## src/rtl/param_updown_counter_pkg.sv

```systemverilog
// Shared encodings for the up/down counter and the timer blocks built on it.
// Direction and bound-mode constants plus the tick outcome type.
package param_updown_counter_pkg;

    localparam logic DIR_UP   = 1'b0;
    localparam logic DIR_DOWN = 1'b1;

    localparam int MODE_WRAP = 0;
    localparam int MODE_SAT  = 1;

    typedef enum logic [1:0] {
        CN_EVT_NONE = 2'd0,
        CN_EVT_OVF  = 2'd1,
        CN_EVT_UNF  = 2'd2
    } cn_event_e;

endpackage

```

## src/rtl/param_updown_counter_if.sv

```systemverilog
// Control/status bundle of the up/down counter; master drives controls, slave is the counter.
interface param_updown_counter_if #(
    parameter int WIDTH      = 8,
    parameter int PRESCALE_W = 4
);
    logic                  cn_en;
    logic                  cn_dir;
    logic                  cn_load;
    logic [WIDTH-1:0]      cn_load_val;
    logic [WIDTH-1:0]      cn_limit;
    logic [PRESCALE_W-1:0] cn_prescale;
    logic                  cn_clr_flags;
    logic [WIDTH-1:0]      cn_out;
    logic                  cn_zero;
    logic                  cn_tc;
    logic                  cn_ovf;
    logic                  cn_unf;

    modport master (
        output cn_en, cn_dir, cn_load, cn_load_val, cn_limit, cn_prescale, cn_clr_flags,
        input  cn_out, cn_zero, cn_tc, cn_ovf, cn_unf
    );

    modport slave (
        input  cn_en, cn_dir, cn_load, cn_load_val, cn_limit, cn_prescale, cn_clr_flags,
        output cn_out, cn_zero, cn_tc, cn_ovf, cn_unf
    );

endinterface

```

## src/rtl/param_updown_counter_prescaler.sv

```systemverilog
// Clock-enable divider: one tick every cn_prescale+1 enabled cycles, restarted by clr.
module param_updown_counter_prescaler #(
    parameter int PRESCALE_W = 4
) (
    input  logic                  clk,
    input  logic                  rst,
    input  logic                  en,
    input  logic                  clr,
    input  logic [PRESCALE_W-1:0] cn_prescale,
    output logic                  tick
);
    logic [PRESCALE_W-1:0] pre_reg;
    logic                  at_period;

    assign at_period = (pre_reg == cn_prescale);
    // A load (clr) suppresses the tick even when the period is due.
    assign tick      = en && !clr && at_period;

    always_ff @(posedge clk) begin
        if (rst) begin
            pre_reg <= '0;
        end else if (clr) begin
            pre_reg <= '0;
        end else if (en) begin
            if (at_period) begin
                pre_reg <= '0;
            end else begin
                pre_reg <= pre_reg + 1'b1;
            end
        end
    end

endmodule

```

## src/rtl/param_updown_counter.sv

```systemverilog
// Up/down counter with programmable upper limit, parallel load, prescaled ticks,
// wrap/saturate bounds, terminal-count pulse and sticky overflow/underflow flags.
module param_updown_counter
    import param_updown_counter_pkg::*;
#(
    parameter int WIDTH      = 8,
    parameter int STEP       = 1,
    parameter int SATURATE   = 0,
    parameter int PRESCALE_W = 4
) (
    input  logic                  cn_clk,
    input  logic                  cn_rst,
    param_updown_counter_if.slave cn_bus
);
    localparam logic [WIDTH:0] STEP_EXT = (WIDTH+1)'(STEP);

    logic [WIDTH-1:0] cnt_reg;
    logic [WIDTH-1:0] cnt_next;
    logic             tc_reg;
    logic             ovf_reg;
    logic             unf_reg;
    logic             tick;
    cn_event_e        evt;
    logic [WIDTH:0]   up_sum;
    logic [WIDTH-1:0] ovf_val;
    logic [WIDTH-1:0] unf_val;

    param_updown_counter_prescaler #(
        .PRESCALE_W (PRESCALE_W)
    ) u_cn_prescaler (
        .clk         (cn_clk),
        .rst         (cn_rst),
        .en          (cn_bus.cn_en),
        .clr         (cn_bus.cn_load),
        .cn_prescale (cn_bus.cn_prescale),
        .tick        (tick)
    );

    // Landing value after a crossed bound depends on the build mode.
    generate
        if (SATURATE == MODE_SAT) begin : g_sat
            assign ovf_val = cn_bus.cn_limit;
            assign unf_val = '0;
        end else begin : g_wrap
            assign ovf_val = '0;
            assign unf_val = cn_bus.cn_limit;
        end
    endgenerate

    // One extra bit so cnt+STEP never aliases below the limit.
    assign up_sum = {1'b0, cnt_reg} + STEP_EXT;

    always_comb begin
        cnt_next = cnt_reg;
        evt      = CN_EVT_NONE;
        if (tick) begin
            if (cn_bus.cn_dir == DIR_UP) begin
                if (up_sum <= {1'b0, cn_bus.cn_limit}) begin
                    cnt_next = up_sum[WIDTH-1:0];
                end else begin
                    cnt_next = ovf_val;
                    evt      = CN_EVT_OVF;
                end
            end else begin
                if ({1'b0, cnt_reg} >= STEP_EXT) begin
                    cnt_next = cnt_reg - STEP_EXT[WIDTH-1:0];
                end else begin
                    cnt_next = unf_val;
                    evt      = CN_EVT_UNF;
                end
            end
        end
    end

    always_ff @(posedge cn_clk) begin
        if (cn_rst) begin
            cnt_reg <= '0;
            tc_reg  <= 1'b0;
            ovf_reg <= 1'b0;
            unf_reg <= 1'b0;
        end else begin
            cnt_reg <= cn_bus.cn_load ? cn_bus.cn_load_val : cnt_next;
            tc_reg  <= (evt != CN_EVT_NONE);
            // A new event outranks a simultaneous clear.
            ovf_reg <= (evt == CN_EVT_OVF) || (ovf_reg && !cn_bus.cn_clr_flags);
            unf_reg <= (evt == CN_EVT_UNF) || (unf_reg && !cn_bus.cn_clr_flags);
        end
    end

    assign cn_bus.cn_out  = cnt_reg;
    assign cn_bus.cn_zero = (cnt_reg == '0);
    assign cn_bus.cn_tc   = tc_reg;
    assign cn_bus.cn_ovf  = ovf_reg;
    assign cn_bus.cn_unf  = unf_reg;

endmodule
```

## src/flat_wrapper.sv

```systemverilog
// flat-port wrapper written by rule: the top's interface ports become plain ports
module param_updown_counter_flat import param_updown_counter_pkg::*;
#(
    parameter int WIDTH      = 8,
    parameter int STEP       = 1,
    parameter int SATURATE   = 0,
    parameter int PRESCALE_W = 4
)
  (cn_clk, cn_rst, cn_bus_cn_en, cn_bus_cn_dir, cn_bus_cn_load, cn_bus_cn_load_val, cn_bus_cn_limit, cn_bus_cn_prescale, cn_bus_cn_clr_flags, cn_bus_cn_out, cn_bus_cn_zero, cn_bus_cn_tc, cn_bus_cn_ovf, cn_bus_cn_unf);
  param_updown_counter_if #(.WIDTH(WIDTH), .PRESCALE_W(PRESCALE_W)) cn_bus_i ();
  input  logic cn_clk;
  input  logic cn_rst;
  input wire logic [$bits(cn_bus_i.cn_en)-1:0] cn_bus_cn_en;
  input wire logic [$bits(cn_bus_i.cn_dir)-1:0] cn_bus_cn_dir;
  input wire logic [$bits(cn_bus_i.cn_load)-1:0] cn_bus_cn_load;
  input wire logic [$bits(cn_bus_i.cn_load_val)-1:0] cn_bus_cn_load_val;
  input wire logic [$bits(cn_bus_i.cn_limit)-1:0] cn_bus_cn_limit;
  input wire logic [$bits(cn_bus_i.cn_prescale)-1:0] cn_bus_cn_prescale;
  input wire logic [$bits(cn_bus_i.cn_clr_flags)-1:0] cn_bus_cn_clr_flags;
  output wire logic [$bits(cn_bus_i.cn_out)-1:0] cn_bus_cn_out;
  output wire logic [$bits(cn_bus_i.cn_zero)-1:0] cn_bus_cn_zero;
  output wire logic [$bits(cn_bus_i.cn_tc)-1:0] cn_bus_cn_tc;
  output wire logic [$bits(cn_bus_i.cn_ovf)-1:0] cn_bus_cn_ovf;
  output wire logic [$bits(cn_bus_i.cn_unf)-1:0] cn_bus_cn_unf;
  assign cn_bus_i.cn_en = cn_bus_cn_en;
  assign cn_bus_i.cn_dir = cn_bus_cn_dir;
  assign cn_bus_i.cn_load = cn_bus_cn_load;
  assign cn_bus_i.cn_load_val = cn_bus_cn_load_val;
  assign cn_bus_i.cn_limit = cn_bus_cn_limit;
  assign cn_bus_i.cn_prescale = cn_bus_cn_prescale;
  assign cn_bus_i.cn_clr_flags = cn_bus_cn_clr_flags;
  assign cn_bus_cn_out = cn_bus_i.cn_out;
  assign cn_bus_cn_zero = cn_bus_i.cn_zero;
  assign cn_bus_cn_tc = cn_bus_i.cn_tc;
  assign cn_bus_cn_ovf = cn_bus_i.cn_ovf;
  assign cn_bus_cn_unf = cn_bus_i.cn_unf;
  param_updown_counter #(.WIDTH(WIDTH), .STEP(STEP), .SATURATE(SATURATE), .PRESCALE_W(PRESCALE_W)) u_core (.cn_clk(cn_clk), .cn_rst(cn_rst), .cn_bus(cn_bus_i));
endmodule
```

## config.mk

```make
export PLATFORM = sky130hd
export DESIGN_NAME = param_updown_counter_flat
export DESIGN_NICKNAME = d
export VERILOG_FILES = /design/src/rtl/param_updown_counter_pkg.sv /design/src/rtl/param_updown_counter_if.sv /design/src/rtl/param_updown_counter_prescaler.sv /design/src/rtl/param_updown_counter.sv /design/src/flat_wrapper.sv
export SDC_FILE = /design/constraint.sdc
export NUM_CORES = 1
export LEC_CHECK = 0
export BUFFER_PORTS_ARGS = -buffer_cell sky130_fd_sc_hd__buf_2
export CAP_MARGIN = 30
export CORE_MARGIN = 1.5
export CORE_UTILIZATION = 57
export DETAILED_ROUTE_END_ITERATION = 12
export PLACE_DENSITY = 0.95
export SETUP_SLACK_MARGIN = 0.05
export SLEW_MARGIN = 15
export SYNTH_ARGS = -nofsm -noshare
export SYNTH_HDL_FRONTEND = slang
export SYNTH_SLANG_ARGS = --single-unit
```

## constraint.sdc

```tcl
create_clock -name cn_clk -period 5.4 [get_ports cn_clk]
set_input_delay 1.08 -clock cn_clk [delete_from_list [all_inputs] [get_ports cn_clk]]
set_output_delay 1.08 -clock cn_clk [all_outputs]
set_load 0.02 [all_outputs]
```

; ---- Word-level counts from Yosys, hierarchy flattened
; Index checks and enable logic that the tools add are counted.
[word_totals]
regBits = 15
inputBits = 26
output_inout_bits = 12
[op_classes]
n_addsub = 3
order_cmp = 2
n_eq_ne = 3
muxes = 10
n_reduce_logical = 12
[op_table]
columns = op, n
row1 = 8-bit two-way mux, 5
row2 = 8-bit by 1-bit adder with 9-bit output (second input constant), 1
row3 = 9-bit by 8-bit <= comparator with 1-bit output, 1
row4 = 8-bit by 1-bit greater-or-equal comparator with 1-bit output (second input constant), 1
row5 = 8-bit logical NOT, 1
row6 = 8-bit by 1-bit subtractor with 8-bit output (second input constant), 1
row7 = 2-bit two-way mux, 3
row8 = 4-bit by 1-bit adder with 4-bit output (second input constant), 1
row9 = 4-bit == test, 1
row10 = 1-bit logical AND, 4
row11 = 4-bit two-way mux, 1
row12 = 2-bit nonzero test, 2
row13 = 2-bit by 1-bit == test with 1-bit output (second input constant), 1
row14 = 2-bit == test (second input constant), 1
row15 = 1-bit logical NOT, 2
row16 = 1-bit logical OR, 2
row17 = 2-bit OR reduction, 1
row18 = 1-bit two-way mux, 1

; ---- Depth between registers and ports, before layout
; Gate-level depths: netlist of run 1.
[logic_depth]
word_depth = 7
mapped_depth = 11

; ---- Cells and area by module
; Synthesis of run 1 repeated with hierarchy kept, for this count alone.
[unflattened]
cells_unflattened = 191
hier_area_um2 = 1522.7
[modules_own_cells]
columns = module, instances, cells_per_inst, area_each_um2, seq_area_each_um2
row1 = param_updown_counter, 1, 165, 1253.7, 220.2
row2 = param_updown_counter_prescaler, 1, 26, 269.0, 80.1

; ---- Least setup slack after synthesis of run 1
; No wires, ideal clock.
[synth_path]
path_kind = register to register
start = register u_core.cnt_reg[2] (netlist: u_core.cn_bus.cn_out[2])
end = register u_core.cnt_reg[3] (netlist: u_core.cn_bus.cn_out[3])
arrival_time_ns = 2.886
t_required_ns = 5.294
path_slack_ns = 2.408
stages_incl_launch_ff = 12
period_less_slack_ns = 2.992
path_cell_list = dfxtp_1 -> clkbuf_1 -> and4_1 -> and4_1 -> xnor2_1 -> inv_1 -> ha_1 -> and3_1 -> or3b_2 -> o211ai_1 -> nand2_1 -> o311ai_0
[synth_between]
elab_chain_len = 6
elab_cells_between_ends = 9
[synth_lines]
columns = item, line_no
row1 = from (decl), param_updown_counter.sv:17  ; logic [WIDTH-1:0] cnt_reg;
row2 = from (signal assigned), param_updown_counter.sv:82  ; cnt_reg <= cn_bus.cn_load ? cn_bus.cn_load_val : cnt_next;
row3 = 8-bit by 1-bit adder with 9-bit output, param_updown_counter.sv:51  ; assign up_sum = {1'b0, cnt_reg} + STEP_EXT;
row4 = 9-bit by 8-bit <= comparator with 1-bit output, param_updown_counter.sv:58  ; if (up_sum <= {1'b0, cn_bus.cn_limit}) begin
row5 = 8-bit two-way mux, param_updown_counter.sv:58
row6 = 8-bit two-way mux (*), param_updown_counter.sv:57  ; if (cn_bus.cn_dir == DIR_UP) begin
row7 = 8-bit two-way mux (*), param_updown_counter.sv:56  ; if (tick) begin
row8 = 8-bit two-way mux (*), param_updown_counter.sv:82
; Every way passes the cells marked *; elsewhere a longest branch is shown, timed or not. The select of a mux whose other input is x is not followed.
; A chain may end at the register's enable or synchronous reset.

; ---- Final worst setup path of run 1
[layout_path]
start = register u_core.cnt_reg[0] (netlist: u_core.cn_bus.cn_out[0])
end = register u_core.cnt_reg[3] (netlist: u_core.cn_bus.cn_out[3])
; Same word-level chain as after synthesis.

==> run summary, run 1 <==
Post-Route WL: 4010 µm
Worst Tran Pin Value: 0.897 ns
GRT Util Overall: 28.6%
# Post-CTS Setup Buffers: 0
cell area power density: 190 nW/µm²
xor and xnor fraction of the mapped netlist area: 7.59%
worst skew pair latency: 0.29 ns
prevailing post-synth register cell: dfxtp_1
status: finished clean
total power: 0.000317 W
H-tree depth: 1
Critical Path RT: 5.60 ns
Inserted Diodes: 0
GR Overflow Total: 0
Crit Path Max Fanout: 11
Die W: 54.3 µm
NumNets Final: 261
fin crit share: 60.4%
EDFF count, synth: 0
number of buffers added on ports: 37
sequential share of the synthesized area: 20.0%
Die Y: 54.3 µm
max-capacitance violation count: 0
largest net degree at the start of global routing: 17
Worst Path Arrival: 3.46 ns
total negative slack: 0 ns
commonest non-fill, non-tap cell in the layout: buf_2
final slew viol count: 0
leakage: 0.817 nW
WL per Instance: 16.0 µm
count of final hold-check violations: 0
Clk pin slew, worst setup/hold paths: 0.09 ns
Synth Register Bits: 15
Cell Area, Synth: 1500 µm²
post-cts sizing count: 0
post-synthesis cell type count: 50
root buf cell: clkbuf_4
first-pass GRT wire length: 6130 µm
vias: 1635
RSZ-0062 raised after global routing: no
Largest register FFs: 8
Core ar.: 2480 µm²
peak supply drop: 0.186 mV
Post-route DRC: 0
Setup crit start kind: register
CP endpoint kind: register
initial antenna violation count: 0
Area Overhead vs Synth: 11.1%
final setup fails: 0
synth warn: 0
clock tree buffer depth: 2
IO Count: 38
post-route ant nets: 0
critical path type: reg2reg
Final HPWL DP: 3100 µm
Die ar.: 2950 µm²
relative slew slack: 39.6%
vias in the first global route: 1425
post-synthesis mux area share: 0.667%
fraction of layout cells with a size suffix above 1: 21.3%
hold_buf cts: 0
Synth Instances: 192
top post-synthesis cells by area: dfxtp_1, ha_1, nand2_1, xnor2_1, inv_1
FP Rows: 18
clk sinks: 15
Avg Cell Area, Syn: 7.81 µm²
Hold Path Class: reg2reg
Synth Net Count: 231
Adder-Cell Fraction of Synth Area: 10.8%
post-synth top area cell: dfxtp_1
total CTS buffers: 3
gpl congestion: 0.933
asr flop ratio synth: 0%
via/cell ratio: 6.51
CTS tree: yes
Synth Area in Compound Gates: 28.1%
share of the synthesized area in the top cell type: 20.0%
Iteration-0 DRC Markers: 74
Initial Util: 60.6%
Max Freq: 307 MHz
commonest non-fill, non-tap cells in the layout: buf_2, nand2_1, inv_1, dfxtp_1, ha_1
post-synthesis simple-gate area fraction: 22.9%
Pre-antenna DRT Iters: 6
clock skew: 0.00244 ns
min Tclk post-route: 3.26 ns
largest family of logic cells by synthesized area: compound AO/OA/AOI/OAI gates
==> cells in the mapped netlist (all sizes together) (3+ instances only) <==
cell and instances:
a31oi 3, o211ai 4, and4 3, a21oi 9, nor2 7, a211oi 3
o31ai 3, xnor2 8, nand3 6, clkbuf 5, or3 5, nand2 23
o41ai 3, dfxtp 15, a22o 3, and2 3, ha 13, inv 17
o211a 3, buf 7, nor4 3, xor2 5, and3 3, o221ai 3
o21ai 7
==> where the power goes <==
group          internal, W  switching, W
clock network    0.0000276     0.0000395
logic            0.0000503     0.0000724
registers         0.000115     0.0000115
==> final timing paths <==
| path | startpoint | endpoint | slack (ns) | depth (start not counted) |
|---|---|---|---|---|
| worst max-delay path | u_core.cn_bus.cn_out[0] | u_core.cn_bus.cn_out[3] | 2.14 | 10 |
| worst min-delay path | u_core.cn_bus.cn_ovf | u_core.cn_bus.cn_ovf | 0.49 | 2 |
| worst max register to register | u_core.cn_bus.cn_out[0] | u_core.cn_bus.cn_out[3] | 2.14 | 10 |
| worst min register to register | u_core.cn_bus.cn_ovf | u_core.cn_bus.cn_ovf | 0.49 | 2 |
==> metrics by stage <==
step / hold WS (ns) / std cells / setup WS, ns / instance area [µm²] / util [%]
after detailed placement: 0.471 / 247 / 2.23 / 1640 / 66.2
after global placement: 0.456 / 247 / 2.37 / 1640 / 66.2
final: 0.486 / 251 / 2.14 / 1670 / 67.3
after CTS: 0.483 / 251 / 2.18 / 1670 / 67.3
after floorplan: 0.500 / 192 / 2.41 / 1500 / -
after global routing: 0.507 / 251 / 1.92 / 1670 / 67.3
==> cell type report <==
cell class / count / area (µm²)
Clock buffer: 3 / 22.5
Clock inverter: 1 / 5.00
Fill cell: 232 / 811
Inverter: 17 / 63.8
Multi-Input combinational cell: 148 / 1050
Sequential cell: 15 / 300
Tap cell: 30 / 37.5
Timing Repair Buffer: 37 / 185
==> logic make-up (layout without fill, tap and decap cells) <==
kind of cell	after synthesis	in the layout
flip-flops	15	15
buffers and inverters	29	58
AND/OR/NAND/NOR	64	64
adder cells (fa/ha/maj)	13	13
XOR/XNOR	13	13
AO/OA/AOI/OAI	57	57
multiplexers	1	1
==> worst max-delay path, cell delays in order (launching register included) <==
cell      delay [ns]
dfxtp_1         0.56
ha_1            0.30
nand3_1         0.20
o21ai_0         0.28
nand2_1         0.09
ha_1            0.29
and3_1          0.16
or3b_2          0.46
o211ai_1        0.28
nand2_1         0.21
o311ai_0        0.33
==> per-layer routing <==
layer | share of wire (%) | vias to the layer above | GRT usage, %
li1 | - | 773 | -
met1 | 39 | 751 | 34.2
met2 | 50 | 96 | 50.0
met3 | 9.0 | 15 | 6.01
met4 | 2.2 | 0 | 10.0
met5 | 0 | - | 0
No activity file was read; power rests on OpenSTA's default activity.
==> run 2: changes to the inputs <==
Settings changed: CORE_UTILIZATION 57 to 53, PLACE_DENSITY 0.95 to 0.9.
Clock period 5.4 ns to 3.17 ns, I/O delays scaled along.
==> run 2 against run 1 <==
Compared with the run above:
- via count shrank 2.6%
- flip-flop and latch count stayed put
- total power rose by 72%
- sequential share of layout area shrank 0.53 points
- combinational power increased by 83%
- hold slack got worse by 0.012 ns
- fmax increased by 14%
- critical endpoint is now u_core.cn_bus.cn_out[1]
- largest cell class unchanged
- largest power group is now combinational cells
==> run summary, run 2 (synthesized netlist as in run 1, its figures left out) <==
Pre-antenna DRT Iters: 4 (was 6)
Post-Route WL: 3940 µm (was 4010 µm)
gpl congestion: 0.898 (was 0.933)
Die W: 56.2 µm (was 54.3 µm)
count of final hold-check violations: 0 (unchanged)
clock skew: 0.00834 ns (was 0.00244 ns)
initial antenna violation count: 0 (unchanged)
largest net degree at the start of global routing: 17 (unchanged)
min Tclk post-route: 2.86 ns (was 3.26 ns)
via/cell ratio: 6.15 (was 6.51)
IO Count: 38 (unchanged)
met1 Use GR: 34.6% (was 34.2%)
max-capacitance violation count: 0 (unchanged)
Largest register FFs: 8 (unchanged)
area occupied by multi-input gates: 1050 µm² (about the same)
Iteration-0 DRC Markers: 95 (was 74)
CP endpoint kind: register (unchanged)
Core ar.: 2710 µm² (was 2480 µm²)
Initial Util: 55.4% (was 60.6%)
final setup fails: 0 (unchanged)
clk sinks: 15 (unchanged)
total negative slack: 0 ns (unchanged)
vias: 1593 (was 1635)
Hold Path Class: reg2reg (unchanged)
clock tree buffer depth: 2 (unchanged)
total CTS buffers: 3 (unchanged)
GRT Util Overall: 25.7% (was 28.6%)
Setup crit start kind: register (unchanged)
post-route ant nets: 0 (unchanged)
commonest non-fill, non-tap cell in the layout: buf_2 (unchanged)
GR Util met3: 2.56% (was 6.01%)
RSZ-0062 raised after global routing: no (unchanged)
worst hold endpoint: u_core.cn_bus.cn_unf (was u_core.cn_bus.cn_ovf)
fraction of layout cells with a size suffix above 1: 24.6% (was 21.3%)
number of buffers added on ports: 37 (unchanged)
first-pass GRT wire length: 6580 µm (was 6130 µm)
r2r endpoint: u_core.cn_bus.cn_out[1] (was u_core.cn_bus.cn_out[3])
Storage cell area: 302 µm² (was 300 µm²)
Post-Place Setup Slack: 0.114 ns (was 2.23 ns)
peak supply drop: 0.347 mV (was 0.186 mV)
startpoint of the worst hold path: u_core.cn_bus.cn_unf (was u_core.cn_bus.cn_ovf)
vias in the first global route: 1467 (was 1425)
Area Overhead vs Synth: 14.9% (was 11.1%)
root buf cell: clkbuf_4 (unchanged)
Critical Path RT: 3.35 ns (was 5.60 ns)
Post-route DRC: 0 (unchanged)
cell area power density: 315 nW/µm² (was 190 nW/µm²)
leakage: 0.849 nW (was 0.817 nW)
hold path cells: 2 (unchanged)
CTS tree: yes (unchanged)
Worst Path Arrival: 3.04 ns (was 3.46 ns)
Die Y: 56.2 µm (was 54.3 µm)
hold_buf cts: 0 (unchanged)
GR Overflow Total: 0 (unchanged)
reg2reg start: u_core.cn_bus.cn_out[0] (unchanged)
FP Rows: 19 (was 18)
worst skew pair latency: 0.29 ns (about the same)
Worst Slack Setup Final: 0.308 ns (was 2.14 ns)
Clk pin slew, worst setup/hold paths: 0.09 ns (about the same)
critical path type: reg2reg (unchanged)
Crit Path Max Fanout: 5 (was 11)
Top Usage Layer GRT: met2 (unchanged)
Final HPWL DP: 3070 µm (was 3100 µm)
final slew viol count: 0 (unchanged)
commonest non-fill, non-tap cells in the layout: buf_2, nand2_1, inv_1, dfxtp_1, ha_1 (unchanged)
status: finished clean (unchanged)
WL per Instance: 15.2 µm (was 16.0 µm)
Inserted Diodes: 0 (unchanged)
fin crit share: 90.3% (was 60.4%)
relative slew slack: 46.4% (was 39.6%)
worst-case reg-to-reg path depth: 12 (was 10)
met2 Track Usage GR: 43.0% (was 50.0%)
flop2flop setup slack: 0.31 ns (was 2.14 ns)
Die ar.: 3160 µm² (was 2950 µm²)
Worst Tran Pin Value: 0.797 ns (was 0.897 ns)
H-tree depth: 1 (unchanged)
Max Freq: 349 MHz (was 307 MHz)
NumNets Final: 268 (was 261)
Filler cells: 244 (was 232)
## run 2: changes by cell type in the layout (fill, tap and decap cells not counted)
cell,previous run,this run
buf_4,0,7
ha_1,13,12
dfxtp_2,0,1
dfxtp_1,15,14
ha_2,0,1
## run 2: how the worst max path moves through the flow
| stage | start | end | slack (ns) | cells after the start |
|---|---|---|---|---|
| 2_1_floorplan | u_core.cn_bus.cn_out[2] | u_core.cn_bus.cn_out[3] | 0.18 | 11 |
| 3_3_place_gp | u_core.cn_bus.cn_out[1] | u_core.cn_bus.cn_out[3] | 0.29 | 10 |
| 3_5_place_dp | u_core.cn_bus.cn_out[1] | u_core.cn_bus.cn_out[3] | 0.11 | 10 |
| 4_1_cts | u_core.cn_bus.cn_out[1] | u_core.cn_bus.cn_out[3] | 0.10 | 10 |
| 5_1_grt | u_core.cn_bus.cn_out[0] | u_core.cn_bus.cn_out[3] | 0.05 | 11 |
| 6_report | u_core.cn_bus.cn_out[0] | u_core.cn_bus.cn_out[1] | 0.31 | 12 |
## run 2: where the power goes
part,switching (W),internal (W)
sequential,0.0000124,0.000197
clock,0.0000623,0.0000470
combinational,0.000130,0.0000950
## run 2: critical path, cell delays in order, from the launching register on
cell	delay [ns]
dfxtp_1	0.42
ha_2	0.25
nand3_1	0.15
or3_1	0.39
nand2_1	0.08
ha_1	0.23
and3_1	0.16
or3b_2	0.20
o211ai_1	0.07
buf_4	0.15
buf_4	0.14
a311o_1	0.32
a22o_1	0.20
## run 2: timing repair
| action | 4_1_cts | 5_1_grt |
|---|---|---|
| buffers inserted | 0 | 2 |
| resized for setup | 0 | 2 |
| endpoints found under the setup margin | 0 | 7 |
## run 2: final cells by class
class | count | area share (%)
multi-input combinational | 148 | 61.2
sequential | 15 | 17.5
timing repair buffer | 44 | 13.8
inverter | 17 | 3.70
tap | 31 | 2.25
clock buffer | 3 | 1.31
clock inverter | 1 | 0.290
## run 2: routing by layer
| layer | vias to the layer above | part of all wire [%] |
|---|---|---|
| li1 | 781 | - |
| met1 | 731 | 42 |
| met2 | 74 | 47 |
| met3 | 7 | 9.2 |
| met4 | 0 | 1.4 |
| met5 | - | 0 |
## run 2: per-stage QoR
stage	total power [W]	utilization (%)	cells	hold slack, ns	area [µm²]
after floorplan	0.000374	-	192	0.500	1500
after global placement	0.000426	61.9	253	0.456	1680
after detailed placement	0.000430	61.9	253	0.459	1680
after CTS	0.000538	62.9	257	0.476	1710
after global routing	0.000576	63.6	259	0.512	1720
final	0.000543	63.6	259	0.473	1720
